--- config.mk ---
export PLATFORM = sky130hd
export DESIGN_NAME = li_fifo_param
export DESIGN_NICKNAME = d
export VERILOG_FILES = /design/src/rtl/li_fifo_pkg.sv /design/src/rtl/li_fifo_mem.sv /design/src/rtl/li_fifo_param.sv
export SDC_FILE = /design/constraint.sdc
export NUM_CORES = 1
export LEC_CHECK = 0
export CORE_MARGIN = 2
export CORE_UTILIZATION = 50
export CTS_CLUSTER_DIAMETER = 150
export CTS_CLUSTER_SIZE = 12
export DETAILED_ROUTE_END_ITERATION = 8
export DONT_BUFFER_PORTS = 1
export HOLD_SLACK_MARGIN = 0.1
export PLACE_DENSITY = 0.69
export RECOVER_POWER = 25
export SLEW_MARGIN = 40
export SYNTH_ARGS = -nofsm -noshare
export SYNTH_HDL_FRONTEND = slang
export SYNTH_HIERARCHICAL = 1
export SYNTH_SLANG_ARGS = --single-unit
--- constraint.sdc ---
create_clock -name clock -period 5.8 [get_ports clock]
set_clock_uncertainty 0.05 [all_clocks]
set_input_delay 1.16 -clock clock [delete_from_list [all_inputs] [get_ports clock]]
set_output_delay 1.16 -clock clock [all_outputs]
set_load 0.05 [all_outputs]
--- src/rtl/li_fifo_pkg.sv ---
// Shared constants and sizing helpers for the latency-insensitive shell FIFO.
package li_fifo_pkg;

    localparam int SHOWAHEAD_ON  = 1;
    localparam int SHOWAHEAD_OFF = 0;

    // One extra bit so a full FIFO (count == DEPTH) is distinct from empty.
    function automatic int count_width(input int fifo_addr);
        return fifo_addr + 1;
    endfunction

    // Backpressure must leave room for the words already in flight upstream.
    function automatic int af_threshold(input int depth, input int ready_latency);
        return depth - ready_latency;
    endfunction

endpackage

--- src/rtl/li_fifo_mem.sv ---
// Register-array FIFO storage: synchronous write port, asynchronous read port.
module li_fifo_mem
    import li_fifo_pkg::*;
#(
    parameter int DATA_WIDTH = 32,
    parameter int FIFO_ADDR  = 4
) (
    input  logic                         clock,
    input  logic                         i_we,
    input  logic [FIFO_ADDR-1:0]         i_waddr,
    input  logic signed [DATA_WIDTH-1:0] i_wdata,
    input  logic [FIFO_ADDR-1:0]         i_raddr,
    output logic signed [DATA_WIDTH-1:0] o_rdata
);

    localparam int DEPTH = 1 << FIFO_ADDR;

    logic signed [DATA_WIDTH-1:0] r_mem [0:DEPTH-1];

    // Contents are deliberately unreset; pointers in the top define validity.
    always_ff @(posedge clock) begin
        if (i_we) begin
            r_mem[i_waddr] <= i_wdata;
        end
    end

    assign o_rdata = r_mem[i_raddr];

endmodule

--- src/rtl/li_fifo_param.sv ---
// Parametrised single-clock FIFO with show-ahead or registered read, occupancy
// count, READY_LATENCY-derived almost-full and sticky overflow/underflow flags.
module li_fifo_param
    import li_fifo_pkg::*;
#(
    parameter int DATA_WIDTH    = 32,
    parameter int FIFO_ADDR     = 4,
    parameter int READY_LATENCY = 2,
    parameter int SHOWAHEAD     = 1
) (
    input  logic                         clock,
    input  logic                         reset,
    input  logic signed [DATA_WIDTH-1:0] i_data,
    input  logic                         i_enq,
    input  logic                         i_deq,
    output logic signed [DATA_WIDTH-1:0] o_data,
    output logic                         o_valid,
    output logic                         o_empty,
    output logic                         o_almost_full,
    output logic [FIFO_ADDR:0]           o_count,
    output logic                         o_overflow,
    output logic                         o_underflow
);

    localparam int DEPTH = 1 << FIFO_ADDR;
    localparam int CNT_W = count_width(FIFO_ADDR);
    localparam logic [CNT_W-1:0] C_DEPTH = CNT_W'(DEPTH);
    localparam logic [CNT_W-1:0] C_AF_TH = CNT_W'(af_threshold(DEPTH, READY_LATENCY));

    if (READY_LATENCY >= DEPTH || READY_LATENCY < 0) begin : g_err_rl
        $error("li_fifo_param: READY_LATENCY must be in 0..DEPTH-1");
    end
    if (FIFO_ADDR < 1) begin : g_err_addr
        $error("li_fifo_param: FIFO_ADDR must be at least 1");
    end
    if (DATA_WIDTH < 1) begin : g_err_dw
        $error("li_fifo_param: DATA_WIDTH must be at least 1");
    end
    if (SHOWAHEAD != SHOWAHEAD_ON && SHOWAHEAD != SHOWAHEAD_OFF) begin : g_err_sa
        $error("li_fifo_param: SHOWAHEAD must be 0 or 1");
    end

    logic [FIFO_ADDR-1:0]         r_wptr;
    logic [FIFO_ADDR-1:0]         r_rptr;
    logic [CNT_W-1:0]             r_count;
    logic                         r_empty;
    logic                         r_afull;
    logic                         r_ovf;
    logic                         r_udf;

    logic                         w_deq_ok;
    logic                         w_enq_ok;
    logic [CNT_W-1:0]             w_count_next;
    logic signed [DATA_WIDTH-1:0] w_rdata;

    // A full FIFO still accepts a write when a read frees a slot in the same
    // cycle; an empty FIFO never forwards the incoming word to the reader.
    assign w_deq_ok     = i_deq & (r_count != '0);
    assign w_enq_ok     = i_enq & ((r_count != C_DEPTH) | w_deq_ok);
    assign w_count_next = r_count + CNT_W'(w_enq_ok) - CNT_W'(w_deq_ok);

    li_fifo_mem #(
        .DATA_WIDTH (DATA_WIDTH),
        .FIFO_ADDR  (FIFO_ADDR)
    ) u_mem (
        .clock   (clock),
        .i_we    (w_enq_ok),
        .i_waddr (r_wptr),
        .i_wdata (i_data),
        .i_raddr (r_rptr),
        .o_rdata (w_rdata)
    );

    always_ff @(posedge clock or posedge reset) begin
        if (reset) begin
            r_wptr  <= '0;
            r_rptr  <= '0;
            r_count <= '0;
            r_empty <= 1'b1;
            r_afull <= 1'b0;
            r_ovf   <= 1'b0;
            r_udf   <= 1'b0;
        end else begin
            if (w_enq_ok) begin
                r_wptr <= r_wptr + FIFO_ADDR'(1);
            end
            if (w_deq_ok) begin
                r_rptr <= r_rptr + FIFO_ADDR'(1);
            end
            r_count <= w_count_next;
            r_empty <= (w_count_next == '0);
            r_afull <= (w_count_next >= C_AF_TH);
            r_ovf   <= r_ovf | (i_enq & ~w_enq_ok);
            r_udf   <= r_udf | (i_deq & ~w_deq_ok);
        end
    end

    assign o_empty       = r_empty;
    assign o_almost_full = r_afull;
    assign o_count       = r_count;
    assign o_overflow    = r_ovf;
    assign o_underflow   = r_udf;

    if (SHOWAHEAD == SHOWAHEAD_ON) begin : g_showahead
        assign o_data  = w_rdata;
        assign o_valid = ~r_empty;
    end else begin : g_registered
        logic signed [DATA_WIDTH-1:0] r_data_p1;
        logic                         r_valid_p1;

        // Read stage: the head word is captured on an accepted dequeue.
        always_ff @(posedge clock or posedge reset) begin
            if (reset) begin
                r_data_p1  <= '0;
                r_valid_p1 <= 1'b0;
            end else begin
                r_valid_p1 <= w_deq_ok;
                if (w_deq_ok) begin
                    r_data_p1 <= w_rdata;
                end
            end
        end

        assign o_data  = r_data_p1;
        assign o_valid = r_valid_p1;
    end

endmodule

### Word level (Yosys, flattened, before mapping)

Memories as Yosys holds them, arrays and structs flattened.
Index checks and enable logic that the tools add are counted.

* register bits after elaboration: 17
* memory bits (writable): 512
* bits of input ports: 36
* output and inout bits: 42
* memories: 1

* add/subtract/negate cells: 4
* order comparisons: 1
* equality and inequality tests: 1
* multiplexer cells: 2
* bitwise logic cells: 10
* reduce and logical (&&, ||, !) cells: 2

Memory list
* u_mem.r_mem: depth 16, width 32, rd ports 1, clocked after Yosys merged registers in 0, write ports 1, line li_fifo_mem.sv:18 `logic signed [DATA_WIDTH-1:0] r_mem [0:DEPTH-1];`

Operator list (count)
* adder 4 x 1 -> 4 bit, second input constant: 2
* adder 5 x 1 -> 5 bit: 1
* >= comparator 5 x 4 -> 1 bit, second input constant: 1
* zero test 5 bit: 1
* inequality test 5 bit, second input constant: 1
* nonzero test 5 bit: 1
* subtractor 5 x 1 -> 5 bit: 1
* bitwise AND 1 bit: 4
* inverter 1 bit: 3
* OR 1 bit: 3
* 2-to-1 mux 1 bit: 2

### Depth between registers and ports, before layout

* depth in word-level cells: 7
* mapped depth: 12
* gate-level depth less buffers: 12

### Modules after synthesis

Netlist, hierarchy kept.

By module, submodules not included
* li_fifo_mem: times used 1, cells an instance 806, area an instance 19213.4 sq um
* li_fifo_param: times used 1, cells an instance 67, area an instance 833.3 sq um

### Worst setup path before layout

OpenSTA, ideal clock, no wires.

* path kind: input port to flip-flop
* from: input i_deq
* to: memory u_mem.r_mem[0][0] (enable)
* library setup time: 0.461 ns
* arrival: 4.190 ns
* slack: 1.099 ns
* cell stages on the path: 5
* path buffers: 0
* path through: nand2b_1 > o21ai_4 > inv_2 > or3b_2 > nor3_1

* cells in the longest elaborated chain, start to end: 5

RTL lines
* start: declaration: line li_fifo_param.sv:15 `input logic i_deq,`
* bitwise AND 1 bit: line li_fifo_param.sv:58 `assign w_deq_ok = i_deq & (r_count != '0);`
* OR 1 bit: line li_fifo_param.sv:59 `assign w_enq_ok = i_enq & ((r_count != C_DEPTH) | w_deq_ok);`
* bitwise AND 1 bit: line li_fifo_param.sv:59
* via w_enq_ok: line li_fifo_param.sv:52 `logic w_enq_ok;`
* 2-to-1 mux 1 bit: line li_fifo_mem.sv:22 `if (i_we) begin`
* 2-to-1 mux 1 bit (implied by the code): line li_fifo_mem.sv:23 `r_mem[i_waddr] <= i_wdata;`
* end: declaration: line li_fifo_mem.sv:18

The timed path passes the listed nets, and every way through them passes these cells.

### Worst setup path after layout

* from: register r_rptr[0]
* to: output o_data[1]

* cells in the longest elaborated chain, start to end: 1

RTL lines
* start: declaration: line li_fifo_param.sv:44 `logic [FIFO_ADDR-1:0] r_rptr;`
* start signal: assignment: line li_fifo_param.sv:88 `r_rptr <= r_rptr + FIFO_ADDR'(1);`
* memory read (16 x 32 bit)
* end: declaration: line li_fifo_param.sv:16 `output logic signed [DATA_WIDTH-1:0] o_data,`

Every way passes these cells.

==> impl_metrics.sql <==
INSERT INTO impl_metrics (metric_group, metric, value, unit) VALUES
('clock_tree', 'cts.sinks', '529', ''),
('synth', 'ys_ff_latch', '529', ''),
('die', 'die_w', '204', 'um'),
('power_and_ir_drop', 'vdd_drop_max', '317', 'uV'),
('worst_hold_path', 'worstHoldPathType', 'register to register', ''),
('synth', 'synth_compound_area_share', '2.80', '%'),
('setup_path', 'cp.required', '4.59', 'ns'),
('finish', 'sequential_cell_area_in_the_final_layout', '15800', 'um2'),
('synth', 'mappedNetlistArea', '20000', 'um2'),
('placement', 'post-dp-hpwl', '22900', 'um'),
('synth', 'synth_top_cell_by_area', 'sky130_fd_sc_hd__edfxtp_1', ''),
('drt', 'firstDrtPassIters', '5', ''),
('die', 'die_h', '204', 'um'),
('clock_tree', 'cts_post_setup_buffers_inserted', '0', ''),
('die', 'placeableCoreArea', '39600', 'um2'),
('synth', 'yosys.area_share.simple', '1.63', '%'),
('drt', 'postRouteWirelength', '41300', 'um'),
('timing', 'hold_violations', '0', ''),
('synth', 'post_synth_fa_ha_maj_area_fraction', '0.599', '%'),
('timing', 'timing.final.setup_violations', '0', ''),
('setup_path', 'timing.critical_path.arrival', '3.04', 'ns'),
('placement', 'post-place-cells', '1391', ''),
('synth', 'synth_area_leaders', 'sky130_fd_sc_hd__edfxtp_1 77%, sky130_fd_sc_hd__mux4_2 14%, sky130_fd_sc_hd__a22oi_1 2.4%', ''),
('die', 'floorplan.initialDensity', '50.6', '%'),
('drt', 'postRouteAntennaNets', '0', ''),
('setup_path', 'worstSetupStartpointType', 'register', ''),
('clock_tree', 'insertion_delay', '0.59', 'ns'),
('power_and_ir_drop', 'p_leak', '7.08', 'nW'),
('finish', 'finish.instance_area', '22500', 'um2'),
('synth', 'yosys.area_share.xor_xnor', '0.437', '%'),
('global_routing', 'gr-total-overflow', '0', ''),
('flow_run', 'cap_viol_max_count', '0', ''),
('synth', 'synth.net_count', '918', ''),
('synth', 'post_synth_edffs', '512', ''),
('outcome', 'status', 'finished, final reports clean', ''),
('die', 'top_ports', '78', ''),
('placement', 'place.gp.congestion', '0.714', ''),
('drt', 'dr_total_vias', '9022', ''),
('timing', 'timing_limited_maximum_frequency', '0.235', 'GHz'),
('timing', 'tns', '0', 'ns'),
('synth', 'async_set_or_reset_flop_fraction_in_the_synthesized_netlist', '3.21', '%'),
('timing', 'slew_headroom', '49.0', '%'),
('setup_path', 'critical_path.max_fanout', '22', ''),
('finish', 'layout.core_utilization', '56.7', '%'),
('die', 'die-area', '41700', 'um2'),
('setup_path', 'path_class', 'register to output pin', ''),
('synth', 'ys_seq_area_share', '78.8', '%'),
('drt', 'drc', '0', ''),
('die', 'floorplan.rows', '73', ''),
('placement', 'port-buffer-count', '0', ''),
('clock_tree', 'cts_hold_repair.buffers', '0', ''),
('clock_tree', 'ctsRootBufferMaster', 'sky130_fd_sc_hd__clkbuf_16', ''),
('synth', 'synth-main-ff-cell', 'sky130_fd_sc_hd__edfxtp_1', ''),
('placement', 'placed_standard_cell_area', '21100', 'um2'),
('global_routing', 'grt_max_degree', '56', ''),
('global_routing', 'grt_antenna_before_repair', '0', ''),
('synth', 'synth_area_per_cell', '23.0', 'um2'),
('clock_tree', 'worst_setup_hold_path_clk_slew', '0.06', 'ns'),
('finish', 'layout-drive-gt1-share', '26.6', '%'),
('clock_tree', 'postCtsResizedCells', '0', ''),
('finish', 'antenna_cells_inserted', '0', ''),
('finish', 'n_fill_cell', '2873', ''),
('synth', 'synth_cell_types', '36', ''),
('clock_tree', 'cts_buffers', '50', ''),
('timing', 'fin_crit_sh', '73.2', '%'),
('setup_path', 'critical_register_to_register_path_startpoint', 'o_count[3]', ''),
('finish', 'fin_nets', '965', ''),
('synth', 'synth_top_area_share', '76.7', '%'),
('synth', 'yosysMostFrequentCell', 'sky130_fd_sc_hd__edfxtp_1', ''),
('finish', 'multi_input_area', '4130', 'um2'),
('timing', 'final_max_slew_violation_count', '0', '');
-- path summary, 6_finish.rpt --
kind / to / slack [ns] / cells past startpoint
setup / recovery: o_data[1] / 1.55 / 5
hold / removal: r_wptr[3] / 0.49 / 1
setup reg to reg: u_mem/r_mem[3][7] / 2.25 / 9
hold reg to reg: r_wptr[3] / 0.49 / 1
max in group asynchronous: r_rptr[1] / 4.58 / 1
min in group asynchronous: r_wptr[3] / 0.55 / 1
-- worst max-delay path, stage by stage, from the launching register on --
cell and delay [ns]:
sky130_fd_sc_hd__dfrtp_4 0.69, sky130_fd_sc_hd__buf_12 0.27, sky130_fd_sc_hd__buf_4 0.33, sky130_fd_sc_hd__mux4_2 0.55, sky130_fd_sc_hd__a22oi_1 0.23, sky130_fd_sc_hd__nand2_1 0.36
-- per-layer routing --
layer  vias up  share of wire [%]  track usage, %
met2       269                 50            33.8
met3        61                6.9            4.56
li1       3769                  -               -
met5         -                  0               0
met1      4923                 41            27.6
met4         0                2.3            6.26
-- registers in the layout, indices dropped and copies added, names as in the netlist --
name and cells:
u_mem/r_mem 512, o_count 5, r_rptr 4, r_wptr 4
o_almost_full 1, o_empty 1, o_overflow 1, o_underflow 1
-- through the flow --
| step | setup WS (ns) | hold WS, ns |
|---|---|---|
| final | 1.55 | 0.489 |
| after floorplan | 1.10 | 0.442 |
| after global placement | 1.92 | 0.473 |
| after detailed placement | 1.90 | 0.474 |
| after global routing | 1.37 | 0.522 |
| after CTS | 1.27 | 0.488 |
-- cells by family after synthesis --
logic type      after synthesis
flops                       529
mux                         129
compound gates               73
simple gates                 72
buf+inv                      51
xor+xnor                     10
fa+ha+maj                     9
-- power breakdown --
part / leakage (nW) / switching, W / internal (W) / total (W)
clock network: 0.663 / 0.00130 / 0.00160 / 0.00289
logic: 1.59 / 0.00250 / 0.00133 / 0.00383
registers: 4.83 / 0.000350 / 0.00466 / 0.00501
-- cells in the final DEF (no fill, tap or decap), types with 3 or more instances in the layout --
| cell | count |
|---|---|
| sky130_fd_sc_hd__edfxtp_1 | 512 |
| sky130_fd_sc_hd__nor3_2 | 4 |
| sky130_fd_sc_hd__a22oi_1 | 64 |
| sky130_fd_sc_hd__inv_1 | 7 |
| sky130_fd_sc_hd__nor2_4 | 13 |
| sky130_fd_sc_hd__nand2b_1 | 3 |
| sky130_fd_sc_hd__xnor2_1 | 6 |
| sky130_fd_sc_hd__a21o_1 | 3 |
| sky130_fd_sc_hd__buf_4 | 25 |
| sky130_fd_sc_hd__buf_12 | 5 |
| sky130_fd_sc_hd__nand2_1 | 38 |
| sky130_fd_sc_hd__clkbuf_16 | 51 |
| sky130_fd_sc_hd__buf_16 | 5 |
| sky130_fd_sc_hd__ha_1 | 8 |
| sky130_fd_sc_hd__dfrtp_1 | 14 |
| sky130_fd_sc_hd__mux4_2 | 128 |
| sky130_fd_sc_hd__clkbuf_1 | 20 |
| sky130_fd_sc_hd__xor2_1 | 4 |
| sky130_fd_sc_hd__buf_8 | 3 |
-- cell type report --
| class | instances | area share, % |
|---|---|---|
| timing repair buffer | 38 | 2.09 |
| clock inverter | 2 | 0.0891 |
| clock buffer | 71 | 6.02 |
| tap | 525 | 2.92 |
| multi-input combinational | 293 | 18.4 |
| sequential | 529 | 70.4 |
| inverter | 8 | 0.134 |
No activity file was read; power rests on OpenSTA's default activity.
